**config.mk**
```make
export PLATFORM = sky130hd
export DESIGN_NAME = pc_sequencer
export DESIGN_NICKNAME = d
export VERILOG_FILES = /design/src/rtl/pc_sequencer.sv
export SDC_FILE = /design/constraint.sdc
export NUM_CORES = 1
export LEC_CHECK = 0
export BUFFER_PORTS_ARGS = -buffer_cell sky130_fd_sc_hd__buf_2
export CAP_MARGIN = 15
export CELL_PAD_IN_SITES_DETAIL_PLACEMENT = 2
export CELL_PAD_IN_SITES_GLOBAL_PLACEMENT = 2
export CORE_ASPECT_RATIO = 1.2
export CORE_MARGIN = 10
export CORE_UTILIZATION = 44
export CTS_BUF_LIST = sky130_fd_sc_hd__clkbuf_4 sky130_fd_sc_hd__clkbuf_8
export DETAILED_ROUTE_END_ITERATION = 10
export PLACE_DENSITY = 0.89
export REMOVE_ABC_BUFFERS = 1
export SYNTH_ARGS = -nofsm -noshare
export SYNTH_HDL_FRONTEND = slang
export SYNTH_SLANG_ARGS = --single-unit
export TNS_END_PERCENT = 30
```
**constraint.sdc**
```tcl
create_clock -name clk -period 4.9 [get_ports clk]
set_input_delay 0.98 -clock clk [delete_from_list [all_inputs] [get_ports clk]]
set_output_delay 0.98 -clock clk [all_outputs]
set_load 0.1 [all_outputs]
```
**src/rtl/pc_sequencer.sv**
```systemverilog
// ============================================================================
// Module   : pc_sequencer
// Brief    : Program-counter sequencer with jumps, CALL/RET stack and HALT.
// Revision : 1.0 - initial release
// ============================================================================
`default_nettype none

module pc_sequencer #(
    parameter int ADDR_W    = 20,
    parameter int RAS_DEPTH = 8,
    parameter int RESET_PC  = 0,
    parameter int PC_INC    = 1
) (
    input  logic                           clk,
    input  logic                           rst,
    input  logic                           op_valid,
    input  logic                           stall,
    input  logic [2:0]                     op,
    input  logic [1:0]                     cc,
    input  logic                           flag_z,
    input  logic                           flag_c,
    input  logic                           flag_n,
    input  logic [ADDR_W-1:0]              target,
    input  logic [ADDR_W-1:0]              offset,
    input  logic                           resume,
    output logic [ADDR_W-1:0]              pc,
    output logic                           taken,
    output logic                           halted,
    output logic [$clog2(RAS_DEPTH):0]     ras_count,
    output logic                           ras_ovf,
    output logic                           ras_unf
);

    localparam int PW = $clog2(RAS_DEPTH);
    localparam int CW = PW + 1;

    localparam logic [ADDR_W-1:0] c_reset_pc = ADDR_W'(RESET_PC);
    localparam logic [ADDR_W-1:0] c_inc      = ADDR_W'(PC_INC);
    localparam logic [CW-1:0]     c_full     = CW'(RAS_DEPTH);

    localparam logic [2:0] c_op_jmp  = 3'd1;
    localparam logic [2:0] c_op_jcc  = 3'd2;
    localparam logic [2:0] c_op_jrel = 3'd3;
    localparam logic [2:0] c_op_call = 3'd4;
    localparam logic [2:0] c_op_ret  = 3'd5;
    localparam logic [2:0] c_op_halt = 3'd6;

    typedef enum logic [0:0] {
        S_RUN  = 1'b0,
        S_HALT = 1'b1
    } state_t;

    state_t              state_q;
    logic [ADDR_W-1:0]   pc_q, pc_d;
    logic                taken_q, taken_d;
    logic [PW-1:0]       wr_ptr_q;
    logic [CW-1:0]       count_q;
    logic                ovf_q, unf_q;
    logic [ADDR_W-1:0]   ras_q [RAS_DEPTH];

    logic                w_accept;
    logic                w_cond;
    logic                w_push, w_pop, w_unf;
    logic [ADDR_W-1:0]   w_seq_pc;
    logic [ADDR_W-1:0]   w_top;

    assign w_accept = (state_q == S_RUN) && op_valid && !stall;
    assign w_seq_pc = pc_q + c_inc;
    assign w_top    = ras_q[wr_ptr_q - PW'(1)];

    always_comb begin
        w_cond = 1'b0;
        case (cc)
            2'd0:    w_cond = flag_z;
            2'd1:    w_cond = !flag_z;
            2'd2:    w_cond = flag_c;
            default: w_cond = flag_n;
        endcase
    end

    always_comb begin
        pc_d    = pc_q;
        taken_d = 1'b0;
        w_push  = 1'b0;
        w_pop   = 1'b0;
        w_unf   = 1'b0;
        if (w_accept) begin
            case (op)
                c_op_jmp: begin
                    pc_d    = target;
                    taken_d = 1'b1;
                end
                c_op_jcc: begin
                    pc_d    = w_cond ? target : w_seq_pc;
                    taken_d = w_cond;
                end
                c_op_jrel: begin
                    pc_d    = pc_q + offset;
                    taken_d = 1'b1;
                end
                c_op_call: begin
                    pc_d    = target;
                    taken_d = 1'b1;
                    w_push  = 1'b1;
                end
                c_op_ret: begin
                    if (count_q == '0) begin
                        pc_d  = w_seq_pc;
                        w_unf = 1'b1;
                    end else begin
                        pc_d    = w_top;
                        taken_d = 1'b1;
                        w_pop   = 1'b1;
                    end
                end
                c_op_halt: pc_d = pc_q;
                default:   pc_d = w_seq_pc;
            endcase
        end
    end

    always_ff @(posedge clk) begin
        if (rst) begin
            state_q  <= S_RUN;
            pc_q     <= c_reset_pc;
            taken_q  <= 1'b0;
            wr_ptr_q <= '0;
            count_q  <= '0;
            ovf_q    <= 1'b0;
            unf_q    <= 1'b0;
        end else begin
            pc_q    <= pc_d;
            taken_q <= taken_d;
            case (state_q)
                S_RUN:   if (w_accept && op == c_op_halt) state_q <= S_HALT;
                default: if (resume && !stall) state_q <= S_RUN;
            endcase
            // A push on a full stack wraps the pointer onto the oldest entry.
            if (w_push) begin
                wr_ptr_q <= wr_ptr_q + PW'(1);
                if (count_q == c_full) ovf_q <= 1'b1;
                else                   count_q <= count_q + CW'(1);
            end else if (w_pop) begin
                wr_ptr_q <= wr_ptr_q - PW'(1);
                count_q  <= count_q - CW'(1);
            end
            if (w_unf) unf_q <= 1'b1;
        end
    end

    always_ff @(posedge clk) begin
        if (!rst && w_push) ras_q[wr_ptr_q] <= w_seq_pc;
    end

    assign pc        = pc_q;
    assign taken     = taken_q;
    assign halted    = (state_q == S_HALT);
    assign ras_count = count_q;
    assign ras_ovf   = ovf_q;
    assign ras_unf   = unf_q;

endmodule

`default_nettype wire

```
==> flow_results.org, run 1 <==
** Detailed routing
- In the routed layout, each cell is associated on average with a via count of 6.477.
- DRC violations left :: 0
- In this run, the number of DRC markers left after iteration 0 of detailed routing was 674.
- Average detailed-routed wire length per instance :: 30.56 um
- Wire length after detailed routing :: 32.42 mm
- For this block, the via count after detailed routing is 6,872.
- The pre-antenna-repair detailed-routing pass consisted of 6 iterations.
- Remaining antenna violation count after routing :: 0

** Logic synthesis
- Mux contribution to synthesized area :: 11.55%
- Area share of the largest cell type after synthesis :: 51.28%
- In the synthesized netlist, the number of instances is 701.
- Number of unique standard cell types used by synthesis :: 62
- Synthesized area divided by synthesized cell count :: between 10 and 15 um^2
- After synthesis, flip-flops and latches occupy 57.90% of the total area.
- Post-synthesis sequential element count :: 191
- Number of enable-type register cells in the synthesized netlist :: 160
- The synthesized netlist devotes 11.39% of its cell area to compound gates.
- The largest total area in the synthesized netlist belongs to sky130_fd_sc_hd__edfxtp_1.
- Post-Syn Area :: 9370 um^2
- Summing the areas of all fa, ha and maj instances in the mapped netlist gives 3.632% of the synthesized area.
- Top post-synthesis cells by count :: sky130_fd_sc_hd__edfxtp_1 (160), sky130_fd_sc_hd__nor2_1 (48), sky130_fd_sc_hd__a21oi_1 (42)
- For this run, the number of Yosys warnings is 0.
- Counting flops with an async set or reset pin after synthesis yields a share of 0%.
- Among all flip-flop cells after synthesis, the most frequent one is sky130_fd_sc_hd__edfxtp_1.
- Dominant combinational cell family by area after synthesis :: multiplexers
- Cell with the most instances after synthesis :: sky130_fd_sc_hd__edfxtp_1
- Xor/xnor cell area share of the yosys netlist :: under 10%
- Post-synthesis share of cell area spent on and, or, nand and nor gates :: 9.788%
- Largest cells by area after synthesis :: sky130_fd_sc_hd__edfxtp_1 (51%), sky130_fd_sc_hd__mux4_2 (9.6%), sky130_fd_sc_hd__dfxtp_1 (6.6%)

** Setup path
- Kind of start point of the critical path :: flip-flop
- In this run the worst path has a maximum fanout of 32.
- STA puts the critical path data arrival time at 3810 ps.
- The most critical setup path has its startpoint at wr_ptr_q[1]$_SDFFE_PP0P_.
- The most critical setup path has its endpoint at pc[0]$_SDFFE_PP0P_.
- STA classifies the critical path endpoint as a flip-flop.
- Kind of critical path :: flip-flop to flip-flop
- Reg2reg setup slack :: about 1400 ps
- For the worst flop-to-flop path, the logic depth is 8.
- Capture point of the worst reg-to-reg path :: pc[0]$_SDFFE_PP0P_
- For the worst setup path, the data required time is around 5200 ps.
- In this run the critical register-to-register path is launched from wr_ptr_q[1]$_SDFFE_PP0P_.

** Floorplan
- Once the floorplan was initialized, standard cells occupied 44.68% of the core.
- Die span in y :: 179.9 um
- Count of standard-cell rows :: 58
- Die area :: approximately 28,000 um^2
- In this run the standard cell core region covers 20,970 um^2.
- For this design the top-level I/O count stands at 81.
- Chip Width :: 153.2 um

** Power and ir drop
- VDD sags by at most roughly 0.28 mV.
- The internal power of the cells totals approximately 2.4 mW.
- Total power :: 3.642 mW
- The clock network is responsible for 31.9% of the overall power.
- For this design the ratio of total power to cell area is around 350 nW/um^2.
- In this run the power spent charging and discharging nets is 1.218 mW.
- Switching portion of total power :: approximately 33%
- Leak Pwr :: around 3.7 nW
- Combinational cell fraction of total power :: 18.1%
- Reg power frac :: about 50%

** Clock tree
- The number of gates resized after CTS was 0.
- Hold buffer count at CTS :: 0
- Clock tree from TritonCTS :: done
- Post-CTS timing repair inserted 0 buffers for setup.
- Counting the buffers created by CTS gives 17.
- The H-tree was split into 4 levels.
- Clk root buf :: sky130_fd_sc_hd__clkbuf_8
- Clock-pin slew was measured on the worst setup and hold paths at 120 ps.
- The longest clock path from root to sink contains 2 buffers.
- The tree built by TritonCTS fans out to 191 sinks.
- At the later pin of the worst-skew pair, clock insertion delay measures ~480 ps.

** Timing
- Unrepaired setup endpoints after global routing :: no
- Static timing analysis puts the maximum clock frequency at 286.3 MHz.
- Clock skew after layout :: 18.00 ps
- Share of the clock period used by the worst path after layout :: 71.28%
- Final worst path period need :: 3493 ps
- Setup TNS :: 0 ps
- The number of max-slew violations in the final report came to 0.
- Relative slew margins :: between 20% and 30%
- Setup violations remaining at the end of the flow were counted as 0.
- The number of failing hold endpoints at the final stage is 0.
- Worst slew pin tran :: between 1000 and 1500 ps

** GRT
- Via count of the first global-routing pass :: 7,473
- Remaining global-route overflow :: 0
- The first global-routing pass estimated a little under 50 mm of wire.
- Entering global routing, the biggest net connects 44 pins.
- The number of antenna violations at the first check in global routing came to 0.
- Aggregate global-route resource usage :: a little under a quarter

** Hold path
- Path type of the worst min-delay path :: flip-flop to flip-flop

** Finish
- Number of nets in the finished design :: 857
- 0 antenna diodes ended up in the layout.
- The layout has 1,977 filler cells.
- Leaving out filler cells and counting taps, the final layout contains roughly 1,100.
- Synthesis-to-layout area growth :: 12.46%
- The post-route netlist has 22.63% of its cells at a drive strength greater than 1.

** Run status
- The run finished with clean final reports.

** Placement
- Routability congestion estimate from global placement :: just under 0.9
- Total half-perimeter wirelength after legalization and detailed placement :: 21.92 mm
- In this run, placement finished with an instance count of 1,028.
- Number of port buffers :: 80

** Run
- The tool flagged a number of max-cap violations equal to 0.
## kinds of logic (layout without fill, tap and decap cells)
group / Yosys count / in the layout
buffers and inverters: 50 / 140
adder cells (fa/ha/maj): 26 / 26
AND/OR/NAND/NOR: 186 / 186
flip-flops: 191 / 191
AO/OA/AOI/OAI: 154 / 154
XOR/XNOR: 36 / 36
multiplexers: 58 / 58
## state kept, by name, summed over array words and instances, names as in the netlist
register / cells
ras_count: 4
ras_q: 160
ras_unf: 1
halted: 1
wr_ptr_q: 3
pc: 20
taken: 1
ras_ovf: 1
## final cells by class
| type | instances | area (um^2) | share of cell area (%) |
|---|---|---|---|
| Sequential cell | 191 | 5426 | 51.50 |
| Tap cell | 270 | 337.8 | 3.206 |
| Clock inverter | 15 | 226.5 | 2.149 |
| Clock buffer | 17 | 234.0 | 2.220 |
| Inverter | 15 | 56.30 | 0.5343 |
| Timing Repair Buffer | 93 | 505.5 | 4.797 |
| Multi-Input combinational cell | 460 | 3751 | 35.60 |
## through the flow
stage / hold WS, ps / area [um^2] / setup slack (ps) / util, %
2_1_floorplan: 491.7 / 9204 / 306.4 / -
3_3_place_gp: 460.7 / 10060 / 1411 / 47.98
3_5_place_dp: 475.8 / 10060 / 1217 / 47.98
4_1_cts: 504.4 / 10520 / 1460 / 50.17
5_1_grt: 549.5 / 10540 / 1276 / 50.24
6_report: 501.9 / 10540 / 1407 / 50.24
## worst max-delay path: stages (launching register included)
cell and delay, ps:
sky130_fd_sc_hd__dfxtp_1 550, sky130_fd_sc_hd__inv_1 180, sky130_fd_sc_hd__ha_1 700, sky130_fd_sc_hd__buf_4 520, sky130_fd_sc_hd__mux4_2 380, sky130_fd_sc_hd__mux2i_1 370
sky130_fd_sc_hd__o21ai_0 200, sky130_fd_sc_hd__a221oi_1 270, sky130_fd_sc_hd__a211oi_1 120
## power by group through the flow
stage | clock network (mW) | registers (mW) | logic [mW]
2_1_floorplan | 0 | 1.94 | 0.339
3_3_place_gp | 0 | 1.85 | 0.610
3_5_place_dp | 0 | 1.86 | 0.644
4_1_cts | 1.19 | 1.82 | 0.656
5_1_grt | 1.25 | 1.82 | 0.703
6_report | 1.16 | 1.82 | 0.661
## worst min path at each step
| stage | slack, ps | from | endpoint | cells after the start |
|---|---|---|---|---|
| after global routing | 550 | ras_ovf$_SDFFE_PP0P_ | ras_ovf$_SDFFE_PP0P_ | 2 |
| after detailed placement | 480 | ras_ovf$_SDFFE_PP0P_ | ras_ovf$_SDFFE_PP0P_ | 2 |
| after global placement | 460 | ras_unf$_SDFFE_PP0P_ | ras_unf$_SDFFE_PP0P_ | 2 |
| after CTS | 500 | ras_ovf$_SDFFE_PP0P_ | ras_ovf$_SDFFE_PP0P_ | 2 |
| after floorplan | 490 | wr_ptr_q[1]$_SDFFE_PP0P_ | wr_ptr_q[1]$_SDFFE_PP0P_ | 2 |
| final | 500 | ras_ovf$_SDFFE_PP0P_ | ras_ovf$_SDFFE_PP0P_ | 2 |
## cells in the final DEF (no fill, tap or decap), types with 9 or more instances in the layout
cell                       instances
sky130_fd_sc_hd__nor3_1           17
sky130_fd_sc_hd__o21ai_0          21
sky130_fd_sc_hd__inv_1            15
sky130_fd_sc_hd__buf_2            80
sky130_fd_sc_hd__ha_1             24
sky130_fd_sc_hd__clkbuf_8         17
sky130_fd_sc_hd__xnor2_1          20
sky130_fd_sc_hd__nand4_1           9
sky130_fd_sc_hd__nand2_1          39
sky130_fd_sc_hd__a211oi_1         19
sky130_fd_sc_hd__nand3_1          28
sky130_fd_sc_hd__edfxtp_1        160
sky130_fd_sc_hd__mux4_2           40
sky130_fd_sc_hd__buf_4            12
sky130_fd_sc_hd__a21oi_1          42
sky130_fd_sc_hd__a221oi_1         15
sky130_fd_sc_hd__xor2_1           15
sky130_fd_sc_hd__nor2_1           48
sky130_fd_sc_hd__dfxtp_1          30
sky130_fd_sc_hd__mux2i_1          17
## routing by layer
metal	vias up	track usage, %	share of wire [%]
met5	-	0	0
met2	267	40.30	52
met3	59	3.391	5.4
met1	3619	28.33	39
li1	2927	-	-
met4	0	8.824	3.0
(Power assumes the default switching activity.)
==> run 2, diff against run 1 <==
--- a/config.mk
+++ b/config.mk
@@ -11,10 +11,10 @@
 export CELL_PAD_IN_SITES_GLOBAL_PLACEMENT = 2
 export CORE_ASPECT_RATIO = 1.2
 export CORE_MARGIN = 10
-export CORE_UTILIZATION = 44
+export CORE_UTILIZATION = 39
 export CTS_BUF_LIST = sky130_fd_sc_hd__clkbuf_4 sky130_fd_sc_hd__clkbuf_8
 export DETAILED_ROUTE_END_ITERATION = 10
-export PLACE_DENSITY = 0.89
+export PLACE_DENSITY = 0.84
 export REMOVE_ABC_BUFFERS = 1
 export SYNTH_ARGS = -nofsm -noshare
 export SYNTH_HDL_FRONTEND = slang
==> constraint.sdc (replaced) <==
create_clock -name clk -period 3.1 [get_ports clk]
set_input_delay 0.62 -clock clk [delete_from_list [all_inputs] [get_ports clk]]
set_output_delay 0.62 -clock clk [all_outputs]
set_load 0.1 [all_outputs]
==> flow_results.org, run 2 (synthesized netlist as in run 1, its figures left out) <==
** Finish
- Summing all multi-input logic gate instances after layout gives 3762 um^2.
- Ant. Diodes :: 0
- Measured on the finished design, the core utilization comes to 45.44%.
- The final layout contains ~880 nets.
- Leaving out fill and tap cells, the most frequent cell in the layout is sky130_fd_sc_hd__edfxtp_1.
- ras_q holds more flip-flops than any other register.
- Most used cells in the layout excluding fill and tap cells :: sky130_fd_sc_hd__edfxtp_1 (160), sky130_fd_sc_hd__buf_2 (80), sky130_fd_sc_hd__nor2_1 (42), sky130_fd_sc_hd__a21oi_1 (42), sky130_fd_sc_hd__mux4_2 (40)
- The post-route netlist has 25.71% of its cells at a drive strength greater than 1.
- Flip-flop count of the largest register, all copies and words added :: 160
- After filler insertion, the fill cell instance count of the layout stands at 2,341.
- Area used by sequential logic in the layout :: 5428 um^2
- Synthesis-to-layout area growth :: 15.49%

** Clock tree
- Once the clock tree was built, the resizer swapped 0 gates to a different size.
- Clock Pin Slew Worst Setup and Hold Paths :: 120 ps
- Clk root buf :: sky130_fd_sc_hd__clkbuf_8
- The clock passes through at most 2 buffers.
- After clock tree synthesis, the flow added hold-fix buffers numbering 0.
- Total number of clock tree sinks :: around 190
- Clock tree from TritonCTS :: done
- The clock reaches the later pin of the worst-skew pair after slightly below 500 ps.
- Number of buffers added by the clock tree synthesis step :: 17
- In this run the number of H-tree levels came out at 4.
- After clock tree synthesis, the setup repair step added 0 buffers.

** Power and ir drop
- Power per cell area :: approximately 530 nW/um^2
- Largest voltage drop on the vdd net :: 0.3008 mV
- Net switching component of the power :: 1.903 mW
- For this design the static power due to leakage is around 3.8 nW.
- The internal power of the cells totals 3.834 mW.
- The share of total power dissipated in the clock network is 30.6%.
- Overall power consumption after layout is estimated at 5.737 mW.
- Sequential cells account for 50.2% of the total power.
- Combinational logic burns 19.3% of the power.
- Net switching is 33.17% of the power.

** Run
- The tool flagged a number of max-cap violations equal to 0.

** GRT
- Largest net degree at the start of global routing :: 44
- First-pass GRT wire length :: 49.76 mm
- Global routing finished with a remaining overflow of 0.
- Global routing consumed, over all layers together, 21.42% of the routing resources.
- The number of antenna violations at the first check in global routing was 0.
- Via count of the first global-routing pass :: 7,540

** Timing
- Relative slew margins :: 38.70%
- Share of the clock period used by the worst path after layout :: 94.62%
- Worst Setup Slack, final :: approximately 170 ps
- For the pin with the worst max-slew slack, the measured transition is 912.9 ps.
- Number of setup violations in the final report :: 0
- The routed design could run at a clock period as short as 2933 ps.
- Setup TNS :: 0 ps
- Maximum operating frequency :: between 300 and 400 MHz
- The clock arrives with 31.33 ps of skew.
- The number of max-slew violations in the final report was 0.
- Count of final hold-check violations :: 0
- Worst hold slack :: roughly 350 ps

** Floorplan
- The floorplan step defined a die boundary enclosing roughly 31,000 um^2.
- Chip Width :: 161.5 um
- Pin placement for this block handled 81 I/O pins.
- After floorplanning, the core was sized to cover 23,820 um^2.
- The initial utilization of the core area, before any placement, comes to between 30% and 40%.
- Count of standard-cell rows :: a little over 60
- Die span in y :: 189.8 um

** Setup path
- The worst setup path is launched from a flip-flop.
- The startpoint identified for the worst register-to-register timing path is wr_ptr_q[1]$_SDFFE_PP0P_.
- Biggest fanout along the worst timing path :: 32
- Capture point of the worst reg-to-reg path :: pc[18]$_SDFFE_PP0P_
- STA puts the critical path data arrival time at between 3000 and 4000 ps.
- STA classifies the critical path endpoint as a flip-flop.
- Max incr delay on CP :: approximately 460 ps
- Worst R2R Path Depth :: 9
- Critical path's slowest cell :: sky130_fd_sc_hd__dfxtp_2
- The signal on the critical path passes through inv_1 -> ha_1 -> buf_12 -> mux4_2 -> mux2_1 -> a221oi_2 -> o2111ai_1 -> o21ai_1 -> nand3b_1.
- The critical path is of the flip-flop to flip-flop type.
- In this run the register-to-register setup slack is 170 ps.
- At the worst endpoint, the required time is 3470 ps.

** Detailed routing
- Average detailed-routed wire length per instance :: 29.02 um
- Wire length after detailed routing :: 32.88 mm
- Router iterations before antenna repair :: 6
- For this run, design rule violations remaining after detail routing come to 0.
- Vias :: 6,899
- Vias per Instance :: slightly above 6
- For this block, the initial DRC count from the detailed router was 561.
- In this run the remaining antenna-violating nets after routing total 0.

** Placement
- Routability congestion estimate from global placement :: just over 0.9
- Buffers placed on the I/O ports in this run total 80.
- At the placement stage, the worst setup path has a slack of 191.3 ps.
- The wire-length estimate of the detail-placed layout is 23.13 mm.

** Hold path
- Worst hold path depth :: 2
- In this run the most critical hold path is launched from resume.
- The min-delay analysis places its worst path in the category input port to flip-flop.
- End point of the most critical hold path :: halted$_SDFF_PP0_

** Run status
- Run status :: complete, no violations
-- run 2: final cells by class --
class                           count  share of cell area [%]
Timing Repair Buffer              115                   6.822
Tap cell                          320                   3.700
Clock inverter                     15                   1.873
Inverter                           15                  0.5203
Clock buffer                       17                   2.162
Multi-Input combinational cell    460                   34.77
Sequential cell                   191                   50.16
-- run 2: worst max-delay path by stage --
| stage | from | endpoint | slack, ps | cells past startpoint |
|---|---|---|---|---|
| global route | pc[12]$_SDFFE_PP0P_ | pc[19]$_SDFFE_PP0P_ | -10 | 6 |
| floorplan | wr_ptr_q[0]$_SDFFE_PP0P_ | pc[18]$_SDFFE_PP0P_ | -1490 | 8 |
| CTS | wr_ptr_q[1]$_SDFFE_PP0P_ | pc[18]$_SDFFE_PP0P_ | 110 | 9 |
| global placement | offset[12] | pc[15]$_SDFFE_PP0P_ | 350 | 7 |
| detailed placement | stall | ras_count[3]$_SDFFE_PP0P_ | 190 | 11 |
| finish | wr_ptr_q[1]$_SDFFE_PP0P_ | pc[18]$_SDFFE_PP0P_ | 170 | 9 |
-- run 2: per-layer routing --
| metal | track usage, % | part of all wire, % | vias to the layer above | routed length [um] |
|---|---|---|---|---|
| met4 | 9.355 | 3.6 | 0 | 1171 |
| met1 | 26.19 | 40 | 3627 | 13260 |
| li1 | - | - | 2974 | - |
| met2 | 37.26 | 52 | 236 | 17120 |
| met3 | 2.703 | 4.0 | 62 | 1324 |
| met5 | 0 | 0 | - | 0 |
-- run 2: worst max-delay path, delay by kind of cell (launching register included) --
kind	cells	cell delay [ps]
simple gates	1	80
mux	2	720
compound gates	3	750
fa+ha+maj	1	430
flops	1	460
buf+inv	2	390
-- run 2: power groups by stage --
| stage | Combinational (mW) | Sequential, mW | Clock [mW] |
|---|---|---|---|
| floorplan | 0.536 | 3.07 | 0 |
| global placement | 1.03 | 2.93 | 0 |
| detailed placement | 1.08 | 2.93 | 0 |
| CTS | 1.10 | 2.88 | 1.78 |
| global route | 1.17 | 2.88 | 1.88 |
| finish | 1.10 | 2.88 | 1.75 |
-- run 2: per-stage QoR --
stage,cell area [um^2],instances
5_1_grt,10820,1133
3_3_place_gp,10380,1101
6_report,10820,1133
2_1_floorplan,9204,666
4_1_cts,10810,1133
3_5_place_dp,10380,1101
==> run 3, diff against run 2 <==
--- a/config.mk
+++ b/config.mk
@@ -14,7 +14,7 @@
 export CORE_UTILIZATION = 39
 export CTS_BUF_LIST = sky130_fd_sc_hd__clkbuf_4 sky130_fd_sc_hd__clkbuf_8
 export DETAILED_ROUTE_END_ITERATION = 10
-export PLACE_DENSITY = 0.84
+export PLACE_DENSITY = 0.89
 export REMOVE_ABC_BUFFERS = 1
 export SYNTH_ARGS = -nofsm -noshare
 export SYNTH_HDL_FRONTEND = slang
==> flow_results.org, run 3 (synthesized netlist as in run 1, its figures left out) <==
** Setup path
- Of all nets on the critical path, the largest fanout is 30.
- The worst setup path is launched from a flip-flop.
- The worst setup path is of the flip-flop to flip-flop kind.
- Crit path from :: wr_ptr_q[1]$_SDFFE_PP0P_
- Critical Path, Cell by Cell :: inv_1 -> ha_1 -> buf_12 -> mux4_2 -> mux2i_1 -> o221ai_1 -> a21oi_1 -> a311oi_1
- The worst register-to-register path begins at wr_ptr_q[1]$_SDFFE_PP0P_.
- The critical path contains buffers and inverters numbering 2 combined.
- For this run, the slowest stage of the critical path takes approximately 520 ps.
- Top delay family on crit path :: compound AO/OA/AOI/OAI gates
- Worst R2R Path Depth :: 8
- In this run the number of cells on the critical path is 8.
- Capturing element type of the critical path :: flip-flop
- For the worst setup path, the data required time is 3460 ps.
- Critical path's slowest cell :: sky130_fd_sc_hd__dfxtp_1
- STA puts the critical path data arrival time at 3390 ps.

** Floorplan
- After floorplanning, the core was divided into 62 placement rows.
- The core region is 23,820 um^2.
- Die area :: 30,650 um^2
- Effective utilization at floorplan :: between 30 and 40%
- Die span in y :: 189.8 um
- Number of I/O pins :: 81
- Chip Width :: 161.5 um

** Finish
- More flip-flops sit in one register than any other, and that register is ras_q.
- Most used cells in the layout excluding fill and tap cells :: sky130_fd_sc_hd__edfxtp_1 (160), sky130_fd_sc_hd__buf_2 (80), sky130_fd_sc_hd__nor2_1 (42), sky130_fd_sc_hd__a21oi_1 (42)
- The repair_antennas step left the layout with diodes totalling 0.
- The library cell used most frequently in the layout, excluding fill and tap cells, is sky130_fd_sc_hd__edfxtp_1.
- Post-Route Utilization :: 45.73%
- Of the cells placed in the final design, the portion with a size suffix greater than 1 is 26.71%.
- From synthesis to final layout, the design area changed by 16.22%.
- Final instance count without filler cells :: 1,140
- The register with the most flip-flops in the layout has 160 of them.
- Number of nets in the finished design :: 886

** Run
- Max-cap violations in this run came to 0.

** Placement
- Total half-perimeter wirelength after legalization and detailed placement :: 23.92 mm
- Routability-driven placement finished with a final weighted congestion of 0.8643.
- Number of port buffers :: 80
- Including well taps, the total number of placed cells is 1,108.

** Clock tree
- Clk root buf :: sky130_fd_sc_hd__clkbuf_8
- Clock latency on the worst-skew pair, taken at its later pin, is 480 ps.
- The number of hold buffers added after CTS was 0.
- Clock tree synthesis found a total of 191 sinks.
- Post-cts repair resize count :: 0
- TritonCTS built the clock tree.
- Clock-pin slew was measured on the worst setup and hold paths at about 130 ps.
- Buffer depth of the longest clock path :: 2
- CTS built an H-tree with a depth of 4.
- In this run, CTS created clock tree buffers numbering 17.
- Post-CTS timing repair inserted 0 buffers for setup.

** Detailed routing
- DRC violations left :: 0
- After the first detailed-routing iteration, the DRC count stood at 677.
- Wire length after detailed routing :: approximately 34 mm
- The first detailed-routing pass took 5 iterations.
- Detailed routing inserted a total of 7,039 vias.
- Remaining antenna violation count after routing :: 0
- After detailed routing, the average wire length per cell comes to 30.20 um.
- Vias per Instance :: slightly above 6

** Hold path
- Hold Path Origin :: resume
- Path type of the worst min-delay path :: input port to flip-flop
- Worst hold path depth :: 2

** Timing
- Maximum operating frequency :: 330.2 MHz
- Number of setup violations in the final report :: 0
- Relative slew margins :: 33.69%
- For the pin with the worst max-slew slack, the measured transition is around 990 ps.
- Unrepaired setup endpoints after global routing :: no
- Number of max-slew violations in the final report :: 0
- Final worst path period need :: 3028 ps
- Count of final hold-check violations :: 0
- For the final routed database, the setup TNS stands at 0 ps.
- Clock skew after layout :: 25.75 ps
- Final hold analysis gives a worst-case slack of 354.6 ps.
- Of the available clock period, the critical path in the final layout requires 97.68%.

** Run status
- The run finished with clean final reports.

** GRT
- Largest net degree at the start of global routing :: 44
- The number of antenna violations at the first check in global routing is 0.
- The via count of the first global-routing pass came to 7,708.
- First-pass GRT wire length :: 51.78 mm
- After global routing the overflow that remains totals 0.
- Across every metal layer, demand over resource in global routing totals 22.35%.

** Power and ir drop
- Total power :: about 6 mW
- Power per cell area :: 544.7 nW/um^2
- IR analysis of the VDD net gives a maximum drop of 0.2925 mV.
- For this design the static power due to leakage is 3.907 nW.
==> run 3: changes by cell type in the layout (fill, tap and decap cells not counted), moves of 3 or more <==
cell	before	now
sky130_fd_sc_hd__inv_12	4	1
sky130_fd_sc_hd__bufinv_16	0	3
sky130_fd_sc_hd__buf_4	29	40
sky130_fd_sc_hd__inv_6	0	4
sky130_fd_sc_hd__clkinvlp_4	3	0
sky130_fd_sc_hd__buf_12	6	2
==> run 3: report_power, final <==
part           total [mW]  switching (mW)  leakage (nW)  internal (mW)
sequential           2.87          0.0511          1.72           2.82
combinational        1.13           0.761          1.95          0.369
clock                1.93            1.07         0.235          0.859
total                5.93            1.88          3.91           4.05
==> run 3: final timing paths <==
check,to,slack [ps]
worst max-delay path,pc[14]$_SDFFE_PP0P_,70
worst min-delay path,halted$_SDFF_PP0_,350
worst min register to register,ras_ovf$_SDFFE_PP0P_,520
worst max register to register,pc[14]$_SDFFE_PP0P_,70
==> run 3: final cells by class <==
cell class	instances	area (um^2)
Clock inverter	15	242.7
Inverter	15	56.30
Timing Repair Buffer	122	740.7
Multi-Input combinational cell	460	3790
Fill cell	2334	12920
Clock buffer	17	234.0
Tap cell	320	400.4
Sequential cell	191	5426
==> run 3: through the flow <==
step	setup slack, ps	cell area (um^2)
2_1_floorplan	-1494	9204
3_3_place_gp	306.0	10380
3_5_place_dp	91.91	10380
4_1_cts	42.44	10860
5_1_grt	45.17	10890
6_report	71.92	10890
==> run 3: routing by layer <==
layer | GRT usage, % | share of wire [%] | vias to the layer above
met5 | 0 | 0 | -
met2 | 40.57 | 53 | 305
met4 | 9.390 | 3.9 | 0
li1 | - | - | 2984
met1 | 25.89 | 38 | 3673
met3 | 2.984 | 4.9 | 77
